===== config.mk =====
export PLATFORM = sky130hd
export DESIGN_NAME = gtxe2_chnl_bond
export DESIGN_NICKNAME = d
export VERILOG_FILES = /design/src/rtl/gtxe2_chnl_bond_pkg.sv /design/src/rtl/gtxe2_chnl_bond_lane.sv /design/src/rtl/gtxe2_chnl_bond.sv
export SDC_FILE = /design/constraint.sdc
export NUM_CORES = 1
export LEC_CHECK = 0
export BUFFER_PORTS_ARGS = -buffer_cell sky130_fd_sc_hd__buf_4
export CAP_MARGIN = 20
export CORE_ASPECT_RATIO = 1.1
export CORE_MARGIN = 2
export CORE_UTILIZATION = 40
export DETAILED_ROUTE_END_ITERATION = 8
export REMOVE_ABC_BUFFERS = 1
export SYNTH_ARGS = -nofsm -noshare
export SYNTH_HDL_FRONTEND = slang
export SYNTH_SLANG_ARGS = --single-unit
export TNS_END_PERCENT = 20

===== constraint.sdc =====
create_clock -name RXUSRCLK2 -period 7.6 [get_ports RXUSRCLK2]
set_input_delay 1.14 -clock RXUSRCLK2 [delete_from_list [all_inputs] [get_ports RXUSRCLK2]]
set_output_delay 1.14 -clock RXUSRCLK2 [all_outputs]
set_load 0.05 [all_outputs]

===== src/rtl/gtxe2_chnl_bond_pkg.sv =====
// Shared definitions for the multi-lane RX channel-bonding block:
// FSM state encodings, K-character constants and the pointer-width helper.
package gtxe2_chnl_bond_pkg;

  typedef enum logic [1:0] {
    ST_IDLE   = 2'd0,
    ST_SEARCH = 2'd1,
    ST_WAIT   = 2'd2,
    ST_BONDED = 2'd3
  } bond_state_t;

  localparam logic [7:0] K28_3 = 8'h7C;
  localparam logic [7:0] K28_5 = 8'hBC;

  // Pointer / skew field width for a buffer of the given depth.
  function automatic int skw_width(input int depth);
    return $clog2(depth);
  endfunction

endpackage


===== src/rtl/gtxe2_chnl_bond_lane.sv =====
// One bonded lane: circular skew buffer, bonding-marker detect on the write
// and read sides, and the captured read pointer / arrival offset.
module gtxe2_chnl_bond_lane
  import gtxe2_chnl_bond_pkg::*;
#(
  parameter int          DATA_BYTES = 2,
  parameter int          SKEW_DEPTH = 8,
  parameter logic [7:0]  BOND_CHAR  = K28_3,
  localparam int         SKW        = skw_width(SKEW_DEPTH),
  localparam int         LW         = DATA_BYTES * 8
) (
  input  logic                  RXUSRCLK2,
  input  logic                  reset_n,
  input  logic                  valid,
  input  logic [LW-1:0]         data,
  input  logic [DATA_BYTES-1:0] charisk,
  input  logic [SKW-1:0]        wptr,
  input  logic                  capture,
  input  logic [SKW-1:0]        arr_val,
  input  logic                  advance,
  output logic                  marker,
  output logic                  rd_marker,
  output logic [LW-1:0]         rd_data,
  output logic [DATA_BYTES-1:0] rd_charisk,
  output logic [SKW-1:0]        arrival
);

  logic [LW+DATA_BYTES-1:0] buffer [SKEW_DEPTH];
  logic [SKW-1:0]           rptr;

  // The buffer is written every cycle so that a captured pointer always
  // lands on the marker word, regardless of the bonding state.
  always_ff @(posedge RXUSRCLK2) begin
    buffer[wptr] <= {charisk, data};
  end

  assign marker = valid && charisk[0] && (data[7:0] == BOND_CHAR);

  assign {rd_charisk, rd_data} = buffer[rptr];
  assign rd_marker = rd_charisk[0] && (rd_data[7:0] == BOND_CHAR);

  always_ff @(posedge RXUSRCLK2 or negedge reset_n) begin
    if (!reset_n) begin
      rptr    <= '0;
      arrival <= '0;
    end else if (capture) begin
      rptr    <= wptr;
      arrival <= arr_val;
    end else if (advance) begin
      rptr    <= rptr + 1'b1;
    end
  end

endmodule


===== src/rtl/gtxe2_chnl_bond.sv =====
// Multi-lane RX deskew: finds the bonding marker in every lane, then re-times
// all lanes from their per-lane buffers into one aligned wide word stream.
module gtxe2_chnl_bond
  import gtxe2_chnl_bond_pkg::*;
#(
  parameter int          LANES      = 4,
  parameter int          DATA_BYTES = 2,
  parameter int          SKEW_DEPTH = 8,
  parameter logic [7:0]  BOND_CHAR  = K28_3,
  localparam int         SKW        = skw_width(SKEW_DEPTH),
  localparam int         LW         = DATA_BYTES * 8
) (
  input  logic                        RXUSRCLK2,
  input  logic                        reset_n,
  input  logic                        bond_en,
  input  logic [LANES-1:0]            in_valid,
  input  logic [LANES*LW-1:0]         in_data,
  input  logic [LANES*DATA_BYTES-1:0] in_charisk,
  output logic                        out_valid,
  output logic [LANES*LW-1:0]         out_data,
  output logic [LANES*DATA_BYTES-1:0] out_charisk,
  output logic                        bonded,
  output logic                        bond_err,
  output logic [LANES*SKW-1:0]        lane_skew
);

  localparam logic [SKW-1:0] CNT_LIMIT = SKW'(SKEW_DEPTH - 2);

  bond_state_t                 state;
  logic [SKW-1:0]              wptr;
  logic [SKW-1:0]              cnt;
  logic [SKW-1:0]              arr_val;
  logic [LANES-1:0]            captured;
  logic [LANES-1:0]            mark;
  logic [LANES-1:0]            rd_mark;
  logic [LANES-1:0]            capture;
  logic                        advance;
  logic                        wait_err;
  logic                        bond_loss;
  logic [LANES*LW-1:0]         rd_data;
  logic [LANES*DATA_BYTES-1:0] rd_charisk;
  logic [LANES*SKW-1:0]        arrival;
  logic [LANES*SKW-1:0]        skew_next;

  for (genvar g = 0; g < LANES; g++) begin : g_lane
    gtxe2_chnl_bond_lane #(
      .DATA_BYTES (DATA_BYTES),
      .SKEW_DEPTH (SKEW_DEPTH),
      .BOND_CHAR  (BOND_CHAR)
    ) u_lane (
      .RXUSRCLK2  (RXUSRCLK2),
      .reset_n    (reset_n),
      .valid      (in_valid[g]),
      .data       (in_data[g*LW +: LW]),
      .charisk    (in_charisk[g*DATA_BYTES +: DATA_BYTES]),
      .wptr       (wptr),
      .capture    (capture[g]),
      .arr_val    (arr_val),
      .advance    (advance),
      .marker     (mark[g]),
      .rd_marker  (rd_mark[g]),
      .rd_data    (rd_data[g*LW +: LW]),
      .rd_charisk (rd_charisk[g*DATA_BYTES +: DATA_BYTES]),
      .arrival    (arrival[g*SKW +: SKW])
    );
    assign skew_next[g*SKW +: SKW] = capture[g] ? arr_val : arrival[g*SKW +: SKW];
  end

  // A lane still missing at the window limit would need an offset beyond
  // what the buffer can absorb, so that case is treated as a failure.
  assign wait_err  = !(&in_valid) || (|(captured & mark)) ||
                     ((cnt == CNT_LIMIT) && !(&captured));
  assign bond_loss = !(&in_valid) || ((|rd_mark) && !(&rd_mark));
  assign advance   = bond_en && (state == ST_BONDED) && !bond_loss;
  assign bonded    = (state == ST_BONDED);

  always_comb begin
    capture = '0;
    arr_val = '0;
    if (bond_en) begin
      if (state == ST_SEARCH) begin
        capture = mark;
      end else if (state == ST_WAIT && !wait_err) begin
        capture = mark & ~captured;
        arr_val = cnt + 1'b1;
      end
    end
  end

  always_ff @(posedge RXUSRCLK2 or negedge reset_n) begin
    if (!reset_n) begin
      state       <= ST_IDLE;
      wptr        <= '0;
      cnt         <= '0;
      captured    <= '0;
      out_valid   <= 1'b0;
      out_data    <= '0;
      out_charisk <= '0;
      bond_err    <= 1'b0;
      lane_skew   <= '0;
    end else begin
      wptr      <= wptr + 1'b1;
      bond_err  <= 1'b0;
      out_valid <= 1'b0;
      if (!bond_en) begin
        state <= ST_IDLE;
      end else begin
        case (state)
          ST_IDLE: state <= ST_SEARCH;
          ST_SEARCH: begin
            cnt      <= '0;
            captured <= mark;
            if (|mark) state <= ST_WAIT;
          end
          ST_WAIT: begin
            cnt <= cnt + 1'b1;
            if (wait_err) begin
              bond_err <= 1'b1;
              state    <= ST_SEARCH;
            end else begin
              captured <= captured | mark;
              if (&(captured | mark)) begin
                state     <= ST_BONDED;
                lane_skew <= skew_next;
              end
            end
          end
          ST_BONDED: begin
            if (bond_loss) begin
              bond_err <= 1'b1;
              state    <= ST_SEARCH;
            end else begin
              out_valid   <= 1'b1;
              out_data    <= rd_data;
              out_charisk <= rd_charisk;
            end
          end
          default: state <= ST_IDLE;
        endcase
      end
    end
  end

endmodule


==> metrics.cfg, run 1 <==
[critical_path]
worstSetupEndpointType = flip-flop
path_cells = buf_4 > mux4_2 > mux2_2 > nor4_1 > and4b_1 > nor4_2 > o21ai_4 > buf_4 > o211a_1 > mux2_1
critPathBufInv = 2
cpMaxStageDelayCell = o21ai_4
critPathKind = reg2reg
r2r-end = state[1]$_DFFE_PN0P_
cpPeakStageDelay_ns = 0.69
cp.depth = 10
r2r_setup_slack_ns = 2.90
worstPathArrival_ns = 5.17
cp-endpoint = state[1]$_DFFE_PN0P_
critPathMaxFanout = 35
cpMostUsedCell = buf_4
rr_startpoint = g_lane[3].u_lane.rptr[1]$_DFFE_PN0P_
crit_path_start_kind = flip-flop
crit_start = g_lane[3].u_lane.rptr[1]$_DFFE_PN0P_
critPathRequiredTime_ns = 8.06
reg2reg_depth = 10
crit_family = multiplexers

[sta]
report.final.slew_viol_count = 0
max_freq_mhz = 212.6
rsz0062_at_grt = false
setup_viol = 0
period_needed_ns = 4.703
final.setup.tns_ns = 0
finalCritPeriodShare_pct = 61.89
finalClockSkew_ns = 0.01910
worstMarginPinSlew_ns = 0.8735
finalHoldViolCount = 0
max-slew-margin-rel_pct = 41.76
whs_ns = 0.4749

[clock_network]
root_buffer = clkbuf_16
cts.sinks = 698
post_cts_buffers = 0
cts_tree = built
ctsResizeCount = 0
numCtsBuffers = 68
clockBufferDepth = 3
hold_buffers = 0
insertion_delay_ns = 0.59
cts.clk_slew.worst_paths_ns = 0.06
htree_levels = 3

[placement]
place_congestion = 0.7850
port_buffers = 165
dp_hpwl_mm = 32.68

[global_route]
antenna_found_initial = 0
grt_pass1_wl_mm = 87.00
grt_usage_pct = 17.08
grt_pass1_vias = 13570
grt_max_degree = 75
globalRoute.totalOverflow = 0

[yosys]
yosys.area_share.simple_pct = 2.948
synth-edff-count = 576
synth_cells = 1300
async_flop_share_pct = 17.48
synth_area_per_cell_um2 = 20.50
synth_xor_area_share_pct = 0.1972
yosys.area_share.adder_pct = 0.4695
synth_compound_area_share_pct = 2.099
synth_top_cell_by_area = edfxtp_1
synth_area_leaders = edfxtp_1 (65%), mux4_2 (12%), dfrtp_1 (11%), mux2i_1 (2.7%), mux2_2 (1.5%)
synth_top_family_by_area = multiplexers
ys_warn_count = 0
synth_top_area_share_pct = 64.90
muxShareOfSynthArea_pct = 16.48
synth-main-ff-cell = edfxtp_1
yosys.cell_count.top_type = edfxtp_1
synth.distinct_cells = 48
synth_common_cells = edfxtp_1 (576), mux4_2 (138), dfrtp_1 (122), nand2_1 (74), mux2i_1 (71)
synth_seq_cells = 698
syn_area_mm2 = 0.02665
seq_area_frac_synth_pct = 76.36

[routing]
remaining_drc_errors = 0
wl_per_cell_um = 23.91
drt_wl_total_mm = 57.70
drt-pass1-iter-count = 5
vias_per_cell = 5.301
ant_nets = 0
vias = 12790
drtIter0Drc = 790

[status]
status = finished, final reports clean

[cells_and_area]
syn2layout_area_growth_pct = 16.99
final_layout_size_suffix_gt1_share_pct = 31.02
nets = 1591

[min_path]
hp-class = reg2reg

[pwr]
ir_worst_vdd_mv = 0.1439
power_density_mw_per_mm2 = 257.9
p_leak_nw = 10.72

[die]
core_area_mm2 = 0.06615
die_w_um = 250.1
rows = 99
pin_count = 166
initial_utilization_pct = 40.29
chipHeight_um = 274.7
die_area_mm2 = 0.06871

[job]
cap_violations = 0

==> per-layer routing <==
metal  global-route usage [%]  share of wire [%]  vias to the layer above  wire length (um)
met5                        0                  0                        -                 0
li1                         -                  -                     5651                 -
met2                    28.68                 50                      256             29050
met4                    5.610                2.2                        0              1241
met3                    3.170                4.6                       78              2658
met1                    22.67                 43                     6806             24760
==> kinds of logic after synthesis <==
kind of cell | after synthesis
AO/OA/AOI/OAI | 104
XOR/XNOR | 6
adder cells (fa/ha/maj) | 10
buffers and inverters | 78
flip-flops | 698
multiplexers | 252
AND/OR/NAND/NOR | 152
==> sequential cells by signal (all words and copies together), names as in the netlist <==
name                   count
g_lane.u_lane.rptr        12
out_valid                  1
g_lane.u_lane.buffer     576
out_charisk                8
cnt                        3
lane_skew                 12
out_data                  64
bond_err                   1
wptr                       3
captured                   4
g_lane.u_lane.arrival     12
state                      2
==> power breakdown <==
part	total, mW	leakage [nW]	internal, mW	switching (mW)
clock network	3.30	1.05	1.93	1.37
registers	4.23	6.97	4.19	0.0383
logic	0.507	2.69	0.217	0.290
==> layout make-up <==
cell class                 count  area (um2)
fill                        5556       34970
multi-input combinational    524        5966
tap                          858        1074
sequential                   698       20360
antenna                        1       2.502
clock buffer                  96        1921
timing repair buffer         197        1553
clock inverter                26       255.2
inverter                      13       48.80
==> worst min-delay path: cells and delay by family (launching register included) <==
family             cells  cell delay, ns
AOI/OAI and AO/OA      1            0.06
DFF                    1            0.34
and+or+nand+nor        1            0.04
==> stage by stage <==
stage	std cells	total power, mW	util (%)	setup slack [ns]	area (um2)
finish	2413	8.041	47.14	2.897	31180
global route	2412	8.321	47.13	2.522	31180
CTS	2407	8.137	46.97	2.809	31070
global placement	2285	4.813	43.68	2.902	28890
detailed placement	2285	4.823	43.68	2.817	28890
floorplan	1235	4.618	-	1.154	26310
==> worst min path at each step <==
stage                                                startpoint                                     to  slack [ns]  cells past startpoint
final                                  out_data[35]$_DFFE_PN0P_               out_data[35]$_DFFE_PN0P_        0.47                      2
after global routing                   out_data[35]$_DFFE_PN0P_               out_data[35]$_DFFE_PN0P_        0.50                      2
after CTS                              out_data[35]$_DFFE_PN0P_               out_data[35]$_DFFE_PN0P_        0.49                      2
after detailed placement               out_data[44]$_DFFE_PN0P_               out_data[44]$_DFFE_PN0P_        0.47                      2
after global placement                 out_data[44]$_DFFE_PN0P_               out_data[44]$_DFFE_PN0P_        0.47                      2
after floorplan           g_lane[0].u_lane.arrival[0]$_DFF_PN0_  g_lane[0].u_lane.arrival[0]$_DFF_PN0_        0.47                      1
==> cell usage in the layout (no fill, tap or decap), types with 6 or more instances in the layout <==
cell,count
clkinv_1,12
inv_1,13
ha_1,10
mux4_1,6
nor2_1,19
edfxtp_1,576
nand4_1,7
buf_4,191
o21ai_0,58
nand2b_1,8
nand2_1,74
clkbuf_1,20
dfrtp_2,8
dfrtp_1,114
o21ai_1,21
clkbuf_16,71
mux2i_1,71
mux4_2,138
mux2_2,36
a21oi_1,9
(Power assumes the default switching activity.)
==> run 2, diff against run 1 <==
==> constraint.sdc (replaced) <==
create_clock -name RXUSRCLK2 -period 4.4 [get_ports RXUSRCLK2]
set_input_delay 0.66 -clock RXUSRCLK2 [delete_from_list [all_inputs] [get_ports RXUSRCLK2]]
set_output_delay 0.66 -clock RXUSRCLK2 [all_outputs]
set_load 0.05 [all_outputs]
==> run 2 against run 1 <==
  * Worst hold slack worse by 0.41 ns
  * Sequential share of layout area is essentially flat
  * Clock skew rose by 0.0018 ns
  * Sequential power rose by 73%
  * Total power grew 71%
  * Fmax is 32% higher
  * Count of clock-buffer cells in the layout grew 10
  * Setup slack worse by 2.1 ns
  * Cell area hardly changed
==> metrics.cfg, run 2 (synthesized netlist as in run 1, its figures left out) <==
[cells_and_area]
nets = 1600  ; +0.57%
largest_reg_flops = 576  ; unchanged
syn2layout_area_growth_pct = 17.08  ; about the same
regMostFlops = g_lane.u_lane.buffer
top_regs = g_lane.u_lane.buffer x576, out_data x64
layout_common_cells = edfxtp_1 (576), buf_4 (197), mux4_2 (138)
final_layout_size_suffix_gt1_share_pct = 31.18  ; +0.17 points
mostFrequentLayoutCell = edfxtp_1

[sta]
report.final.slew_viol_count = 0  ; unchanged
finalHoldViolCount = 0  ; unchanged
max_freq_mhz = 280.8  ; +32%
final.setup.tns_ns = 0  ; unchanged
worstMarginPinSlew_ns = 0.9782  ; +0.1046 ns
period_needed_ns = 3.562  ; -1.142 ns
setup_slack_ns = 0.8385  ; -2.058 ns
finalCritPeriodShare_pct = 80.94  ; +19 points
rsz0062_at_grt = false
setup_viol = 0  ; unchanged
finalClockSkew_ns = 0.02091  ; +0.001808 ns
max-slew-margin-rel_pct = 34.79  ; -7.0 points

[critical_path]
cpMostUsedCell = buf_4
crit_family = multiplexers
reg2reg_depth = 9  ; -1
cpPeakStageDelay_ns = 0.67  ; -0.02 ns
crit_path_start_kind = flip-flop
critPathMaxFanout = 26  ; -26%
critPathBufInv = 2  ; unchanged
cp.depth = 9  ; -1
worstSetupEndpointType = flip-flop
critPathKind = reg2reg
critPathRequiredTime_ns = 4.86  ; -3.20 ns
path_cells = mux4_2 > mux2_2 > nor4_1 > and4b_1 > nor4_2 > o21ai_4 > buf_4 > buf_4 > o21ai_0
worstPathArrival_ns = 4.03  ; -1.14 ns
cpMaxStageDelayCell = dfrtp_2

[die]
chipHeight_um = 274.7  ; unchanged
pin_count = 166  ; unchanged
initial_utilization_pct = 40.29  ; unchanged
die_area_mm2 = 0.06871  ; unchanged
rows = 99  ; unchanged
die_w_um = 250.1  ; unchanged
core_area_mm2 = 0.06615  ; unchanged

[pwr]
seqPwrFrac_pct = 53.2  ; +0.6 points
power_density_mw_per_mm2 = 440.7  ; +71%
p_leak_nw = 10.75  ; +0.28%
power.switching_mw = 2.931  ; +73%
clock_power_share_pct = 40.4  ; -0.7 points
ir_worst_vdd_mv = 0.2616  ; +82%
switching_share_pct = 21.32  ; +0.21 points
power.internal_mw = 10.82  ; +71%
p_total_mw = 13.75  ; +71%
combPwrFrac_pct = 6.3  ; about the same

[placement]
port_buffers = 165  ; unchanged
dp_hpwl_mm = 34.24  ; +4.8%
preCtsSetupSlack_ns = 0.7144  ; -2.103 ns
place_congestion = 0.7605  ; -3.1%

[clock_network]
cts.sinks = 698  ; unchanged
htree_levels = 3  ; unchanged
insertion_delay_ns = 0.60  ; about the same
numCtsBuffers = 69  ; +1.5%
cts_tree = built
post_cts_buffers = 0  ; unchanged
clockBufferDepth = 3  ; unchanged
root_buffer = clkbuf_16
ctsResizeCount = 0  ; unchanged
cts.clk_slew.worst_paths_ns = 0.06  ; about the same
hold_buffers = 0  ; unchanged

[routing]
vias = 12830  ; +0.31%
wl_per_cell_um = 23.97  ; +0.24%
drt_wl_total_mm = 58.13  ; +0.74%
drtIter0Drc = 1030  ; +30%
remaining_drc_errors = 0  ; unchanged
drt-pass1-iter-count = 5  ; unchanged
vias_per_cell = 5.291  ; -0.18%
ant_nets = 0  ; unchanged

[global_route]
globalRoute.totalOverflow = 0  ; unchanged
antenna_found_initial = 2  ; +2
grt_max_degree = 67  ; -11%
grt_pass1_vias = 13700  ; +1.0%
grt_usage_pct = 17.07  ; -0.018 points
grt_pass1_wl_mm = 86.64  ; -0.41%

[min_path]
hp-class = in2async

[job]
cap_violations = 0  ; unchanged

[status]
status = finished, final reports clean

## run 2: routing by layer
metal / vias to the layer above / share of wire, % / GRT usage (%)
met5: - / 0.021 / 0
met4: 2 / 2.7 / 6.697
met3: 95 / 4.8 / 2.924
met2: 310 / 50 / 29.01
met1: 6734 / 42 / 22.05
li1: 5690 / - / -
## run 2: worst paths after layout
path | from | slack [ns] | end
hold / removal | reset_n | 0.07 | out_data[21]$_DFFE_PN0P_
hold reg to reg | out_data[42]$_DFFE_PN0P_ | 0.48 | out_data[42]$_DFFE_PN0P_
setup / recovery | g_lane[3].u_lane.rptr[1]$_DFFE_PN0P_ | 0.84 | out_data[26]$_DFFE_PN0P_
max in group asynchronous | reset_n | 3.33 | out_data[10]$_DFFE_PN0P_
min in group RXUSRCLK2 | in_data[44] | 0.30 | g_lane[2].u_lane.buffer[2][12]$_DFFE_PP_
setup reg to reg | g_lane[3].u_lane.rptr[1]$_DFFE_PN0P_ | 0.84 | out_data[26]$_DFFE_PN0P_
## run 2: cell type report
type / count / area [um2]
Fill cell: 5527 / 34940
Sequential cell: 698 / 20360
Multi-Input combinational cell: 524 / 5966
Clock buffer: 106 / 2011
Timing Repair Buffer: 205 / 1630
Tap cell: 858 / 1074
Clock inverter: 19 / 107.6
Inverter: 13 / 48.80
Antenna cell: 2 / 5.005
## run 2: power by group through the flow
| stage | Sequential [mW] | Clock (mW) | Combinational (mW) |
|---|---|---|---|
| final | 7.32 | 5.56 | 0.869 |
| after global routing | 7.33 | 5.93 | 0.943 |
| after CTS | 7.32 | 5.70 | 0.889 |
| after detailed placement | 7.46 | 0 | 0.888 |
| after global placement | 7.46 | 0 | 0.873 |
| after floorplan | 7.63 | 0 | 0.350 |
## run 2: per-stage QoR
step | util, % | hold slack, ns | std cells | instance area, um2
floorplan | - | 0.3644 | 1235 | 26310
global placement | 43.96 | 0.4671 | 2298 | 29080
detailed placement | 43.96 | 0.4716 | 2298 | 29080
CTS | 47.16 | 0.08870 | 2423 | 31200
global route | 47.17 | 0.1157 | 2424 | 31200
finish | 47.17 | 0.06689 | 2425 | 31200
==> run 3, diff against run 2 <==
--- a/config.mk
+++ b/config.mk
@@ -5,6 +5,7 @@
 export SDC_FILE = /design/constraint.sdc
 export NUM_CORES = 1
 export LEC_CHECK = 0
+export ABC_AREA = 1
 export BUFFER_PORTS_ARGS = -buffer_cell sky130_fd_sc_hd__buf_4
 export CAP_MARGIN = 20
 export CORE_ASPECT_RATIO = 1.1
==> constraint.sdc (replaced) <==
create_clock -name RXUSRCLK2 -period 3.2 [get_ports RXUSRCLK2]
set_input_delay 0.48 -clock RXUSRCLK2 [delete_from_list [all_inputs] [get_ports RXUSRCLK2]]
set_output_delay 0.48 -clock RXUSRCLK2 [all_outputs]
set_load 0.05 [all_outputs]
==> run 3 against run 2 <==
  * Via count increased by 47%
  * Global-route usage is 2.0 points higher
  * Clock power increased by 46%
  * Worst hold slack gained 0.027 ns
  * Critical endpoint is now out_data[33]$_DFFE_PN0P_
  * Largest power group unchanged
==> metrics.cfg, run 3 <==
[status]
status = finished, final reports clean

[yosys]
synth-edff-count = 576  ; unchanged
synth_top_area_share_pct = 60.36  ; -4.5 points
synth_cells = 2516  ; +94%
async_flop_share_pct = 17.48  ; unchanged
synth_top_family_by_area = simple AND/OR/NAND/NOR gates
synth_common_cells = nand2_1 (604), edfxtp_1 (576), nor2_1 (296), o21ai_0 (264), inv_1 (174)
synth_top_cell_by_area = edfxtp_1
synth.distinct_cells = 33  ; -31%
yosys.area_share.simple_pct = 15.04  ; +12 points
synth_seq_cells = 698  ; unchanged
synth_area_leaders = edfxtp_1 (60%), dfrtp_1 (11%), nand2_1 (7.9%), o21ai_0 (4.6%), nor2_1 (3.9%)
synth-main-ff-cell = edfxtp_1
synth_xor_area_share_pct = 0.1834  ; -0.014 points
yosys.cell_count.top_type = nand2_1
syn_area_mm2 = 0.02865  ; +7.5%
yosys.area_share.adder_pct = 0.4366  ; -0.033 points
seq_area_frac_synth_pct = 71.02  ; -5.3 points
synth_compound_area_share_pct = 8.327  ; +6.2 points
ys_warn_count = 0  ; unchanged
synth_area_per_cell_um2 = 11.39  ; -44%
muxShareOfSynthArea_pct = 0  ; -16 points

[cells_and_area]
fin_area_mm2 = 0.03331  ; +6.8%
top_regs = g_lane.u_lane.buffer x576, out_data x64
nets = 2779  ; +74%
multi_input_area_mm2 = 0.006914  ; +16%
largest_reg_flops = 576  ; unchanged
fillers = 6327  ; +14%
final_layout_size_suffix_gt1_share_pct = 14.30  ; -17 points
regMostFlops = g_lane.u_lane.buffer
regArea_mm2 = 0.02035  ; about the same
layout_common_cells = nand2_1 (604), edfxtp_1 (576), nor2_1 (296)
syn2layout_area_growth_pct = 16.24
mostFrequentLayoutCell = nand2_1

[die]
die_w_um = 259.2  ; +3.6%
rows = 102  ; +3.0%
core_area_mm2 = 0.07070  ; +6.9%
pin_count = 166  ; unchanged
die_area_mm2 = 0.07380  ; +7.4%
initial_utilization_pct = 40.53  ; +0.24 points
chipHeight_um = 284.7  ; +3.6%

[sta]
period_needed_ns = 2.966  ; -0.5953 ns
finalHoldViolCount = 0  ; unchanged
setup_viol = 0  ; unchanged
max_freq_mhz = 337.1  ; +20%
rsz0062_at_grt = false
report.final.slew_viol_count = 0  ; unchanged
worstMarginPinSlew_ns = 0.8418  ; -0.1364 ns
final.setup.tns_ns = 0  ; unchanged
max-slew-margin-rel_pct = 43.88  ; +9.1 points
finalClockSkew_ns = 0.02416  ; +0.003256 ns
finalCritPeriodShare_pct = 92.69  ; +12 points

[critical_path]
crit_start = g_lane[2].u_lane.rptr[0]$_DFFE_PN0P_
cp-endpoint = out_data[33]$_DFFE_PN0P_
worstPathArrival_ns = 3.50  ; -0.53 ns
r2r-end = out_data[33]$_DFFE_PN0P_
rr_startpoint = g_lane[2].u_lane.rptr[0]$_DFFE_PN0P_
reg2reg_depth = 15  ; +6
worstSetupEndpointType = flip-flop
crit_path_start_kind = flip-flop
critPathRequiredTime_ns = 3.74  ; -1.12 ns
critPathKind = reg2reg
r2r_setup_slack_ns = 0.23  ; -0.60 ns
critPathMaxFanout = 74  ; +180%

[clock_network]
cts_tree = built
root_buffer = clkbuf_16
post_cts_buffers = 0  ; unchanged
cts.clk_slew.worst_paths_ns = 0.06  ; about the same
htree_levels = 3  ; unchanged
clockBufferDepth = 3  ; unchanged
cts.sinks = 698  ; unchanged
insertion_delay_ns = 0.62  ; +0.02 ns
numCtsBuffers = 72  ; +4.3%

[pwr]
power.switching_mw = 4.531  ; +55%
p_leak_nw = 13.31  ; +24%
power_density_mw_per_mm2 = 589.6  ; +34%
combPwrFrac_pct = 7.7  ; +1.4 points
ir_worst_vdd_mv = 0.3022  ; +16%
clock_power_share_pct = 41.3  ; +0.9 points
power.internal_mw = 15.11  ; +40%
switching_share_pct = 23.08  ; +1.8 points
seqPwrFrac_pct = 51.0  ; -2.2 points

[job]
cap_violations = 0  ; unchanged

[global_route]
antenna_found_initial = 7  ; +5
grt_pass1_vias = 18460  ; +35%
globalRoute.totalOverflow = 0  ; unchanged
grt_usage_pct = 19.06  ; +2.0 points
grt_pass1_wl_mm = 108.1  ; +25%
grt_max_degree = 76  ; +13%

[routing]
vias_per_cell = 5.114  ; -3.4%
drtIter0Drc = 1345  ; +31%
drt-pass1-iter-count = 5  ; unchanged
wl_per_cell_um = 19.22  ; -20%
vias = 18840  ; +47%
ant_nets = 0  ; unchanged
drt_wl_total_mm = 70.82  ; +22%
remaining_drc_errors = 0  ; unchanged

[placement]
place_congestion = 0.8097  ; +6.5%
port_buffers = 165  ; unchanged
place_area_mm2 = 0.03101  ; +6.6%
dp_hpwl_mm = 40.65  ; +19%

[min_path]
hp-class = in2reg

-- run 3: changes by cell type in the layout (fill, tap and decap cells not counted), sizes merged, moves of 36 or more --
cell,previous run,this run
mux2i,71,0
nor2,20,297
inv,13,185
nand2,74,605
o221ai,0,36
o22ai,2,41
nand3,2,132
mux4,144,0
o21ai,80,331
mux2,37,0
-- run 3: critical path, cell delays in order (launching register included) --
cell	delay, ns
dfrtp_2	0.40
buf_12	0.30
nor2_1	0.09
nor2_1	0.08
o21ai_0	0.10
nand3_1	0.08
nand2_1	0.15
nor2_1	0.18
inv_1	0.05
nor2_1	0.20
nand2_1	0.18
nand2_2	0.12
nand4_4	0.12
inv_2	0.42
nand2_1	0.24
nand2_1	0.10
-- run 3: layout make-up --
type | instances | area share (%)
clock inverter | 28 | 0.6874
tap | 936 | 3.516
clock buffer | 104 | 6.138
antenna | 1 | 0.007513
inverter | 187 | 2.137
sequential | 698 | 61.11
multi-input combinational | 1503 | 20.76
timing repair buffer | 228 | 5.649
-- run 3: how the worst min path moves through the flow --
stage / slack [ns] / start / endpoint / depth (start not counted)
2_1_floorplan: 0.18 / reset_n / bond_err$_DFF_PN0_ / 0
3_3_place_gp: 0.46 / out_charisk[3]$_DFFE_PN0P_ / out_charisk[3]$_DFFE_PN0P_ / 2
3_5_place_dp: 0.47 / out_data[36]$_DFFE_PN0P_ / out_data[36]$_DFFE_PN0P_ / 2
4_1_cts: 0.06 / in_data[58] / g_lane[3].u_lane.buffer[7][10]$_DFFE_PP_ / 1
5_1_grt: 0.08 / in_data[58] / g_lane[3].u_lane.buffer[7][10]$_DFFE_PP_ / 1
6_report: 0.09 / in_data[40] / g_lane[2].u_lane.buffer[4][8]$_DFFE_PP_ / 1
-- run 3: cells by family after synthesis --
group / Yosys count
DFF: 698
AOI/OAI and AO/OA: 411
xor gates and xnor gates: 6
adders and majority gates: 10
buffers and inverters: 315
and+or+nand+nor: 1076
-- run 3: per-stage QoR --
stage	hold WS [ns]	util (%)	worst slack, ns	power (mW)	instances
3_3_place_gp	0.4643	43.86	0.01729	11.69	3551
3_5_place_dp	0.4708	43.86	-0.1050	11.73	3551
6_report	0.09435	47.11	0.2338	19.64	3685
2_1_floorplan	0.1844	-	-2.926	11.10	2388
5_1_grt	0.08441	47.11	0.01612	20.36	3685
4_1_cts	0.05903	47.10	0.08909	19.81	3684
-- run 3: what timing repair did --
| action | 4_1_cts | 5_1_grt |
|---|---|---|
| setup endpoints to repair | 7 | 73 |
| hold buffers | 1 | 0 |
| endpoints found under the hold margin | 72 | 0 |
| resized for setup | 2 | 5 |
-- run 3: routing by layer --
layer / GRT usage [%] / vias to the layer above / wire length [um]
li1: - / 8987 / -
met2: 32.13 / 497 / 34990
met3: 3.620 / 102 / 4118
met1: 24.79 / 9246 / 30060
met5: 0 / - / 71
met4: 6.250 / 12 / 1581
-- run 3: power by group through the flow --
stage	combinational [mW]	clock (mW)	sequential, mW
4_1_cts	1.52	8.27	10.0
3_5_place_dp	1.52	0	10.2
3_3_place_gp	1.48	0	10.2
5_1_grt	1.69	8.65	10.0
2_1_floorplan	0.661	0	10.4
6_report	1.51	8.11	10.0
